File: config.mk
export PLATFORM = sky130hd
export DESIGN_NAME = gpio_bus_arbiter_flat
export DESIGN_NICKNAME = d
export VERILOG_FILES = /design/src/rtl/gpio_bus_arbiter_pkg.sv /design/src/rtl/gpio_bus_arbiter_if.sv /design/src/rtl/gpio_bus_arbiter_rr_arb2.sv /design/src/rtl/gpio_bus_arbiter.sv /design/src/flat_wrapper.sv
export SDC_FILE = /design/constraint.sdc
export NUM_CORES = 1
export LEC_CHECK = 0
export BUFFER_PORTS_ARGS = -buffer_cell sky130_fd_sc_hd__buf_2
export CORE_AREA = 2 2 81 83
export DETAILED_ROUTE_END_ITERATION = 8
export DIE_AREA = 0 0 83 85
export GPL_ROUTABILITY_DRIVEN = 1
export PLACE_DENSITY = 0.84
export SYNTH_ARGS = -nofsm -noshare
export SYNTH_HDL_FRONTEND = slang
export SYNTH_SLANG_ARGS = --single-unit
File: constraint.sdc
create_clock -name clock -period 2.45 [get_ports clock]
set_input_delay 0.49 -clock clock [delete_from_list [all_inputs] [get_ports clock]]
set_output_delay 0.49 -clock clock [all_outputs]
set_load 0.005 [all_outputs]
File: src/rtl/gpio_bus_arbiter_pkg.sv
`default_nettype none
// ============================================================================
// Module      : gpio_arb_pkg
// Description : Shared types, defaults and helpers for the GPIO bus arbiter.
// Revision    : 1.0 - initial release
// ============================================================================
package gpio_arb_pkg;

    localparam int DEF_DATA_W = 32;
    localparam int DEF_ADDR_W = 1;

    // Read data returned to the master when the slave never releases waitrequest
    localparam logic [31:0] TIMEOUT_DATA = 32'hDEAD_BEEF;

    typedef enum logic [1:0] {
        IDLE = 2'd0,
        XFER = 2'd1,
        RESP = 2'd2
    } arb_state_t;

    function automatic logic is_req(input logic cs, input logic rd, input logic wr);
        return cs & (rd | wr);
    endfunction

    // A write strobe takes priority over a simultaneous read strobe
    function automatic logic is_read(input logic rd, input logic wr);
        return rd & ~wr;
    endfunction

endpackage
`default_nettype wire

File: src/rtl/gpio_bus_arbiter_if.sv
`default_nettype none
// ============================================================================
// Module      : gpio_bus_arbiter_if
// Description : Avalon-MM style link between a bus master and a bus slave.
// Revision    : 1.0 - initial release
// ============================================================================
interface gpio_bus_arbiter_if #(
    parameter int DATA_W = gpio_arb_pkg::DEF_DATA_W,
    parameter int ADDR_W = gpio_arb_pkg::DEF_ADDR_W
);

    logic [ADDR_W-1:0] address;
    logic [DATA_W-1:0] writedata;
    logic              write;
    logic              read;
    logic              chipselect;
    logic [DATA_W-1:0] readdata;
    logic              waitrequest;

    modport master (
        output address,
        output writedata,
        output write,
        output read,
        output chipselect,
        input  readdata,
        input  waitrequest
    );

    modport slave (
        input  address,
        input  writedata,
        input  write,
        input  read,
        input  chipselect,
        output readdata,
        output waitrequest
    );

endinterface
`default_nettype wire

File: src/rtl/gpio_bus_arbiter_rr_arb2.sv
`default_nettype none
// ============================================================================
// Module      : rr_arb2
// Description : Two-way combinational round-robin pick; ties go to the master
//               that was not granted last.
// Revision    : 1.0 - initial release
// ============================================================================
module rr_arb2 (
    input  logic [1:0] req_i,
    input  logic       last_gnt_i,
    output logic       gnt_o
);

    always_comb begin
        if (req_i == 2'b11) begin
            gnt_o = ~last_gnt_i;
        end else begin
            gnt_o = req_i[1];
        end
    end

endmodule
`default_nettype wire

File: src/rtl/gpio_bus_arbiter.sv
`default_nettype none
// ============================================================================
// Module      : gpio_bus_arbiter
// Description : Two-master round-robin arbiter in front of the GPIO register
//               slave; one transfer in flight, registered read data.
//               Optional slave-stall timeout enabled by macro ARB_TIMEOUT_EN.
// Revision    : 1.0 - initial release
// ============================================================================
module gpio_bus_arbiter
    import gpio_arb_pkg::*;
#(
    parameter int DATA_W  = DEF_DATA_W,
    parameter int ADDR_W  = DEF_ADDR_W,
    parameter int TIMEOUT = 15
) (
    input  logic               clock,
    input  logic               resetn,
    gpio_bus_arbiter_if.slave  m0,
    gpio_bus_arbiter_if.slave  m1,
    gpio_bus_arbiter_if.master s
`ifdef ARB_TIMEOUT_EN
    ,
    output logic               arb_err
`endif
);

    localparam logic [1:0] ST_IDLE = IDLE;
    localparam logic [1:0] ST_XFER = XFER;
    localparam logic [1:0] ST_RESP = RESP;

    logic [1:0]        state_q, state_d;
    logic              gnt_q, gnt_d;
    logic              last_gnt_q, last_gnt_d;
    logic [DATA_W-1:0] rdata_q, rdata_d;

    logic              req0, req1, arb_gnt;
    logic [ADDR_W-1:0] sel_addr;
    logic [DATA_W-1:0] sel_wdata;
    logic              sel_wr, sel_rd;

    assign req0 = is_req(m0.chipselect, m0.read, m0.write);
    assign req1 = is_req(m1.chipselect, m1.read, m1.write);

    rr_arb2 u_rr_arb2 (
        .req_i      ({req1, req0}),
        .last_gnt_i (last_gnt_q),
        .gnt_o      (arb_gnt)
    );

    always_comb begin
        sel_addr  = gnt_q ? m1.address   : m0.address;
        sel_wdata = gnt_q ? m1.writedata : m0.writedata;
        sel_wr    = gnt_q ? m1.write     : m0.write;
        sel_rd    = is_read(gnt_q ? m1.read : m0.read, sel_wr);
    end

    // Slave side is only live during XFER so the GPIO block sees clean idles
    always_comb begin
        s.chipselect = 1'b0;
        s.address    = '0;
        s.writedata  = '0;
        s.write      = 1'b0;
        s.read       = 1'b0;
        if (state_q == ST_XFER) begin
            s.chipselect = 1'b1;
            s.address    = sel_addr;
            s.writedata  = sel_wdata;
            s.write      = sel_wr;
            s.read       = sel_rd;
        end
    end

    assign m0.waitrequest = ~((state_q == ST_RESP) & ~gnt_q);
    assign m1.waitrequest = ~((state_q == ST_RESP) &  gnt_q);
    assign m0.readdata    = rdata_q;
    assign m1.readdata    = rdata_q;

`ifdef ARB_TIMEOUT_EN
    localparam int              CNT_W    = $clog2(TIMEOUT + 1);
    localparam logic [CNT_W-1:0] CNT_LAST = CNT_W'(TIMEOUT - 1);

    logic [CNT_W-1:0] cnt_q, cnt_d;
    logic             err_q, err_d;

    assign arb_err = err_q;
`else
    logic [31:0] timeout_unused;
    assign timeout_unused = 32'(TIMEOUT);
`endif

    always_comb begin
        state_d    = state_q;
        gnt_d      = gnt_q;
        last_gnt_d = last_gnt_q;
        rdata_d    = rdata_q;
`ifdef ARB_TIMEOUT_EN
        cnt_d      = cnt_q;
        err_d      = err_q;
`endif
        case (state_q)
            ST_IDLE: begin
                if (req0 | req1) begin
                    gnt_d      = arb_gnt;
                    last_gnt_d = arb_gnt;
                    state_d    = ST_XFER;
`ifdef ARB_TIMEOUT_EN
                    cnt_d      = '0;
`endif
                end
            end
            ST_XFER: begin
                if (!s.waitrequest) begin
                    if (sel_rd) begin
                        rdata_d = s.readdata;
                    end
                    state_d = ST_RESP;
                end
`ifdef ARB_TIMEOUT_EN
                // The stall cycle that brings the count to TIMEOUT aborts the transfer
                else if (cnt_q == CNT_LAST) begin
                    rdata_d = DATA_W'(TIMEOUT_DATA);
                    err_d   = 1'b1;
                    state_d = ST_RESP;
                end else begin
                    cnt_d = cnt_q + 1'b1;
                end
`endif
            end
            ST_RESP: begin
                state_d = ST_IDLE;
            end
            default: begin
                state_d = ST_IDLE;
            end
        endcase
    end

    always_ff @(posedge clock) begin
        if (!resetn) begin
            state_q    <= ST_IDLE;
            gnt_q      <= 1'b0;
            last_gnt_q <= 1'b1;
            rdata_q    <= '0;
`ifdef ARB_TIMEOUT_EN
            cnt_q      <= '0;
            err_q      <= 1'b0;
`endif
        end else begin
            state_q    <= state_d;
            gnt_q      <= gnt_d;
            last_gnt_q <= last_gnt_d;
            rdata_q    <= rdata_d;
`ifdef ARB_TIMEOUT_EN
            cnt_q      <= cnt_d;
            err_q      <= err_d;
`endif
        end
    end

endmodule
`default_nettype wire

File: src/flat_wrapper.sv
// flat-port wrapper written by rule: the top's interface ports become plain ports
module gpio_bus_arbiter_flat import gpio_arb_pkg::*;
#(
    parameter int DATA_W  = DEF_DATA_W,
    parameter int ADDR_W  = DEF_ADDR_W,
    parameter int TIMEOUT = 15
)
  (clock, resetn, m0_address, m0_writedata, m0_write, m0_read, m0_chipselect, m0_readdata, m0_waitrequest, m1_address, m1_writedata, m1_write, m1_read, m1_chipselect, m1_readdata, m1_waitrequest, s_address, s_writedata, s_write, s_read, s_chipselect, s_readdata, s_waitrequest);
  gpio_bus_arbiter_if #(.DATA_W(DATA_W), .ADDR_W(ADDR_W)) m0_i ();
  gpio_bus_arbiter_if #(.DATA_W(DATA_W), .ADDR_W(ADDR_W)) m1_i ();
  gpio_bus_arbiter_if #(.DATA_W(DATA_W), .ADDR_W(ADDR_W)) s_i ();
  input  logic clock;
  input  logic resetn;
  input wire logic [$bits(m0_i.address)-1:0] m0_address;
  input wire logic [$bits(m0_i.writedata)-1:0] m0_writedata;
  input wire logic [$bits(m0_i.write)-1:0] m0_write;
  input wire logic [$bits(m0_i.read)-1:0] m0_read;
  input wire logic [$bits(m0_i.chipselect)-1:0] m0_chipselect;
  output wire logic [$bits(m0_i.readdata)-1:0] m0_readdata;
  output wire logic [$bits(m0_i.waitrequest)-1:0] m0_waitrequest;
  input wire logic [$bits(m1_i.address)-1:0] m1_address;
  input wire logic [$bits(m1_i.writedata)-1:0] m1_writedata;
  input wire logic [$bits(m1_i.write)-1:0] m1_write;
  input wire logic [$bits(m1_i.read)-1:0] m1_read;
  input wire logic [$bits(m1_i.chipselect)-1:0] m1_chipselect;
  output wire logic [$bits(m1_i.readdata)-1:0] m1_readdata;
  output wire logic [$bits(m1_i.waitrequest)-1:0] m1_waitrequest;
  output wire logic [$bits(s_i.address)-1:0] s_address;
  output wire logic [$bits(s_i.writedata)-1:0] s_writedata;
  output wire logic [$bits(s_i.write)-1:0] s_write;
  output wire logic [$bits(s_i.read)-1:0] s_read;
  output wire logic [$bits(s_i.chipselect)-1:0] s_chipselect;
  input wire logic [$bits(s_i.readdata)-1:0] s_readdata;
  input wire logic [$bits(s_i.waitrequest)-1:0] s_waitrequest;
  assign m0_i.address = m0_address;
  assign m0_i.writedata = m0_writedata;
  assign m0_i.write = m0_write;
  assign m0_i.read = m0_read;
  assign m0_i.chipselect = m0_chipselect;
  assign m0_readdata = m0_i.readdata;
  assign m0_waitrequest = m0_i.waitrequest;
  assign m1_i.address = m1_address;
  assign m1_i.writedata = m1_writedata;
  assign m1_i.write = m1_write;
  assign m1_i.read = m1_read;
  assign m1_i.chipselect = m1_chipselect;
  assign m1_readdata = m1_i.readdata;
  assign m1_waitrequest = m1_i.waitrequest;
  assign s_address = s_i.address;
  assign s_writedata = s_i.writedata;
  assign s_write = s_i.write;
  assign s_read = s_i.read;
  assign s_chipselect = s_i.chipselect;
  assign s_i.readdata = s_readdata;
  assign s_i.waitrequest = s_waitrequest;
  gpio_bus_arbiter #(.DATA_W(DATA_W), .ADDR_W(ADDR_W), .TIMEOUT(TIMEOUT)) u_core (.clock(clock), .resetn(resetn), .m0(m0_i), .m1(m1_i), .s(s_i));
endmodule
# Word level (Yosys, flattened, before mapping)
# Index checks and enable logic that the tools add are counted.
# op_classes
eq_ne	5
n_reduce_logical	4
bitwise_logic	14
muxes	13
# op_table
op	count
32-bit 2-to-1 mux	2
1-bit 2-to-1 mux	8
1-bit NOT	6
1-bit bitwise AND	5
2-bit == test, second input constant	2
2-bit 2-to-1 mux	2
2-bit one-hot mux with 2 select lines	1
2-bit AND reduction	2
1-bit OR	3
3-bit AND reduction	1
2-bit by 1-bit == test with 1-bit output, second input constant	1
2-bit zero test	1
2-bit by 1-bit inequality test with 1-bit output, second input constant	1
2-bit inequality test, second input constant	1
# totals
reg_bits	36

# Longest topological paths before layout
# depth
ltp_word	5
mapped_depth	5
mapped_depth_nobuf	3

# Cells and area by module
# A second synthesis with hierarchy kept.
# hier_totals
cells_unflattened	277
hier_area_um2	2311.0
# modules_own_cells
module	area_per_inst_um2	cells_each	instances
gpio_bus_arbiter	2299.7	276	1
rr_arb2	11.3	1	1

# Worst setup path after synthesis
# Ideal clock, no wire load.
# synth_path
path_kind	reg-to-output
start	reg u_core.state_q[0]
end	out s_writedata[21]
setup_slack_ps	700
arrival_ps	1260
path_stages_with_launch	6
t_required_ps	1960
cell_sequence	dfxtp_1 -> clkbuf_1 -> nand2b_1 -> clkbuf_1 -> buf_1 -> nor2_1
# synth_between
elab_chain_cells	2
# synth_lines
item	line	rtl
from (decl)	gpio_bus_arbiter.sv:31	logic [1:0] state_q, state_d;
from (signal assigned)	gpio_bus_arbiter.sv:149	state_q <= state_d;
2-bit by 1-bit == test with 1-bit output	gpio_bus_arbiter.sv:64	if (state_q == ST_XFER) begin
32-bit 2-to-1 mux	gpio_bus_arbiter.sv:64	
to (decl)	flat_wrapper.sv:29	output wire logic [$bits(s_i.writedata)-1:0] s_writedata;
# No other way between the ends.

# Final worst setup path
# layout_path
start	reg u_core.gnt_q
end	out s_writedata[20]
# layout_between
elab_chain_cells	2
# layout_lines
item	line	rtl
from (decl)	gpio_bus_arbiter.sv:32	logic gnt_q, gnt_d;
from (signal assigned)	gpio_bus_arbiter.sv:150	gnt_q <= gnt_d;
32-bit 2-to-1 mux	gpio_bus_arbiter.sv:52	sel_wdata = gnt_q ? m1.writedata : m0.writedata;
32-bit 2-to-1 mux	gpio_bus_arbiter.sv:64	
# No other way between the ends.

==> reports/summary.txt <==
Overflow after GRT: 0
period utilisation layout: 0.8835
Seq cells post-synth: 36
post-synthesis xor/xnor area fraction: 0
clock sinks: 36
status: finished, final reports clean
Hold Violations, Final: 0
post-synth net total: 381
Peak Freq: 0.4620 GHz
# IOs: 209
sequential share of the synthesized area: 0.3181
Post-Syn Instances: 274
DR vias: 2,437
DRT iter0 DRCs: 74
worst vdd ir: 203.0 uV
Post-Layout Inst Area: 0.003207 mm^2
Post-synth EDFFs: 0
kind of critical path: register to primary output
Min Clock Period, post-route: 2.165 ns
area share of the largest cell type after synthesis: 0.3181
Post-CTS Resized: 0
clk slew on worst S/H paths: 0.07 ns
max_slew headroom: 0.6729
Die X: 83 um
Placeable Area: 0.006205 mm^2
RSZ-0062 raised after global routing: false
power density cells: 434.0 mW/mm^2
crit path DAT: 1.67 ns
Startpoint Class: register
Place WS: 0.5351 ns
routability congestion estimate: 0.7670
All-Layer GR Usage: 0.1684
CTS HTree Levels: 2
worst-margin pin slew: 0.4906 ns
post-synthesis mux area share: 0.2916
initial cell density of the core: 0.3652
main combinational cell family by area after synthesis: multiplexers
PortBufs: 208
Simple-Gate Fraction of Synth Area: 0.1966
Post-Place Cell Area: 0.003113 mm^2
Final setup viols: 0
CTS buffer count: 5
share of layout cells above drive strength 1: 0.5056
yosys warns: 0
Yosys cell types: 27
# Post-CTS Setup Buffers: 0
final wirelength: 6440 um
Setup TNS Final: 0 ns
synthesized area per cell: 8.270 um^2
deepest clock path buffer count: 2
NumNets Final: 549
Leak: 1.699 nW
routed len/inst: 12.38 um
share of flip-flops with an asynchronous set or reset: 0
initial antenna violation count: 0
die area: 0.007055 mm^2
CTS tree: yes
top post-synthesis cells by area: dfxtp_1 32%, mux2i_1 29%, nand2_1 11%
ANT cells: 0
Die Ht: 85 um
Worst Setup End Kind: primary output
largest area contributor in the netlist: dfxtp_1
Compound-Gate Fraction of Synth Area: 0.03589
drt pass-1 iters: 4
hold_buf cts: 0
Hold Path Class: input port to register
vias in the first global route: 2,256
first-pass GRT wire length: 9977 um
DRC violations left: 0
vias per cell: 4.687
Final HPWL DP: 5211 um
Clock Skew: 0.002593 ns
Placed Cells: 512
worst skew pair latency: 0.28 ns
Adder-Cell Fraction of Synth Area: 0
antenna-violating nets left: 0
num rows: 29
pins over their slew limit: 0
mapped cell area: 0.002266 mm^2
max-capacitance violation count: 0
Setup WS post-layout: 0.2855 ns
largest net degree at the start of global routing: 69
Crit Path Max Fanout: 31
area grow syn2layout: 41.52%
CTS Root Cell: clkbuf_8
Top FF cell, synth: dfxtp_1
Post-Layout Cell Count: 520
Req. time, crit path: 1.96 ns
critical path, cell delays in order, from the launching register on:
cell and delay (ns):
dfxtp_2 0.46, buf_4 0.47, mux2i_1 0.25, nor2_1 0.06, buf_2 0.13
stage by stage:
stage	util	power, mW	hold slack [ns]
global placement	0.5017	0.9586	0.4490
finish	0.5168	1.392	0.4475
floorplan	-	0.8142	0.4643
global route	0.5168	1.487	0.4338
CTS	0.5168	1.414	0.4375
detailed placement	0.5017	0.9734	0.4586
where the power goes:
part	total [mW]	switching (mW)	internal (mW)	leakage [nW]
Sequential	0.617	0.0169	0.600	0.292
Combinational	0.342	0.162	0.181	1.36
Clock	0.433	0.204	0.228	0.0445
cell usage in the layout (no fill, tap or decap), drive strengths merged:
cell	instances
a211oi	1
a21o	1
a21oi	2
buf	213
clkbuf	7
clkinvlp	1
dfxtp	36
inv	1
mux2i	66
nand2	65
nand2b	2
nand3	1
nand3b	2
nor2	34
nor3b	1
nor4	1
o211a	1
o21a	1
o21ai	2
o31a	1
o31ai	1
or3b	2
or4	1
layout make-up:
cell class,instances,area [um^2]
inverter,1,3.754
clock inverter,1,7.507
clock buffer,7,86.33
sequential,36,721.9
multi-input combinational,185,1187
fill,582,2998
tap,77,96.34
timing repair buffer,213,1104
synthesized netlist by cell type (2+ instances only):
cell type	number
nand3b_1	2
buf_2	4
clkbuf_1	11
buf_8	3
nor2_1	34
a21oi_1	2
buf_1	2
buf_4	32
mux2i_1	66
nand2_1	65
nand2b_1	2
dfxtp_1	36
cell families (layout without fill, tap and decap cells):
| logic type | count (synthesis) | count (layout) |
|---|---|---|
| flops | 36 | 36 |
| buf+inv | 53 | 222 |
| simple gates | 109 | 109 |
| compound gates | 10 | 10 |
| mux | 66 | 66 |
flip-flops by register name, summed over array words and instances (netlist names):
| signal | count |
|---|---|
| u_core.gnt_q | 1 |
| u_core.m0.readdata | 32 |
| u_core.state_q | 2 |
| u_core.last_gnt_q | 1 |
worst paths after layout:
path,endpoint,startpoint,cells past startpoint,slack (ns)
worst max-delay path,s_writedata[20],u_core.gnt_q,4,0.29
worst min-delay path,u_core.state_q[1],s_waitrequest,2,0.45
worst max register to register,u_core.m0.readdata[0],u_core.gnt_q,4,0.75
worst min register to register,u_core.m0.readdata[12],u_core.m0.readdata[12],2,0.47
layer usage:
metal,GRT usage,share of wire
met1,0.1798,0.38
met2,0.3321,0.54
met3,0.03307,0.067
met4,0.05067,0.013
met5,0,0
Note: power is estimated with default switching activity, not from simulation.
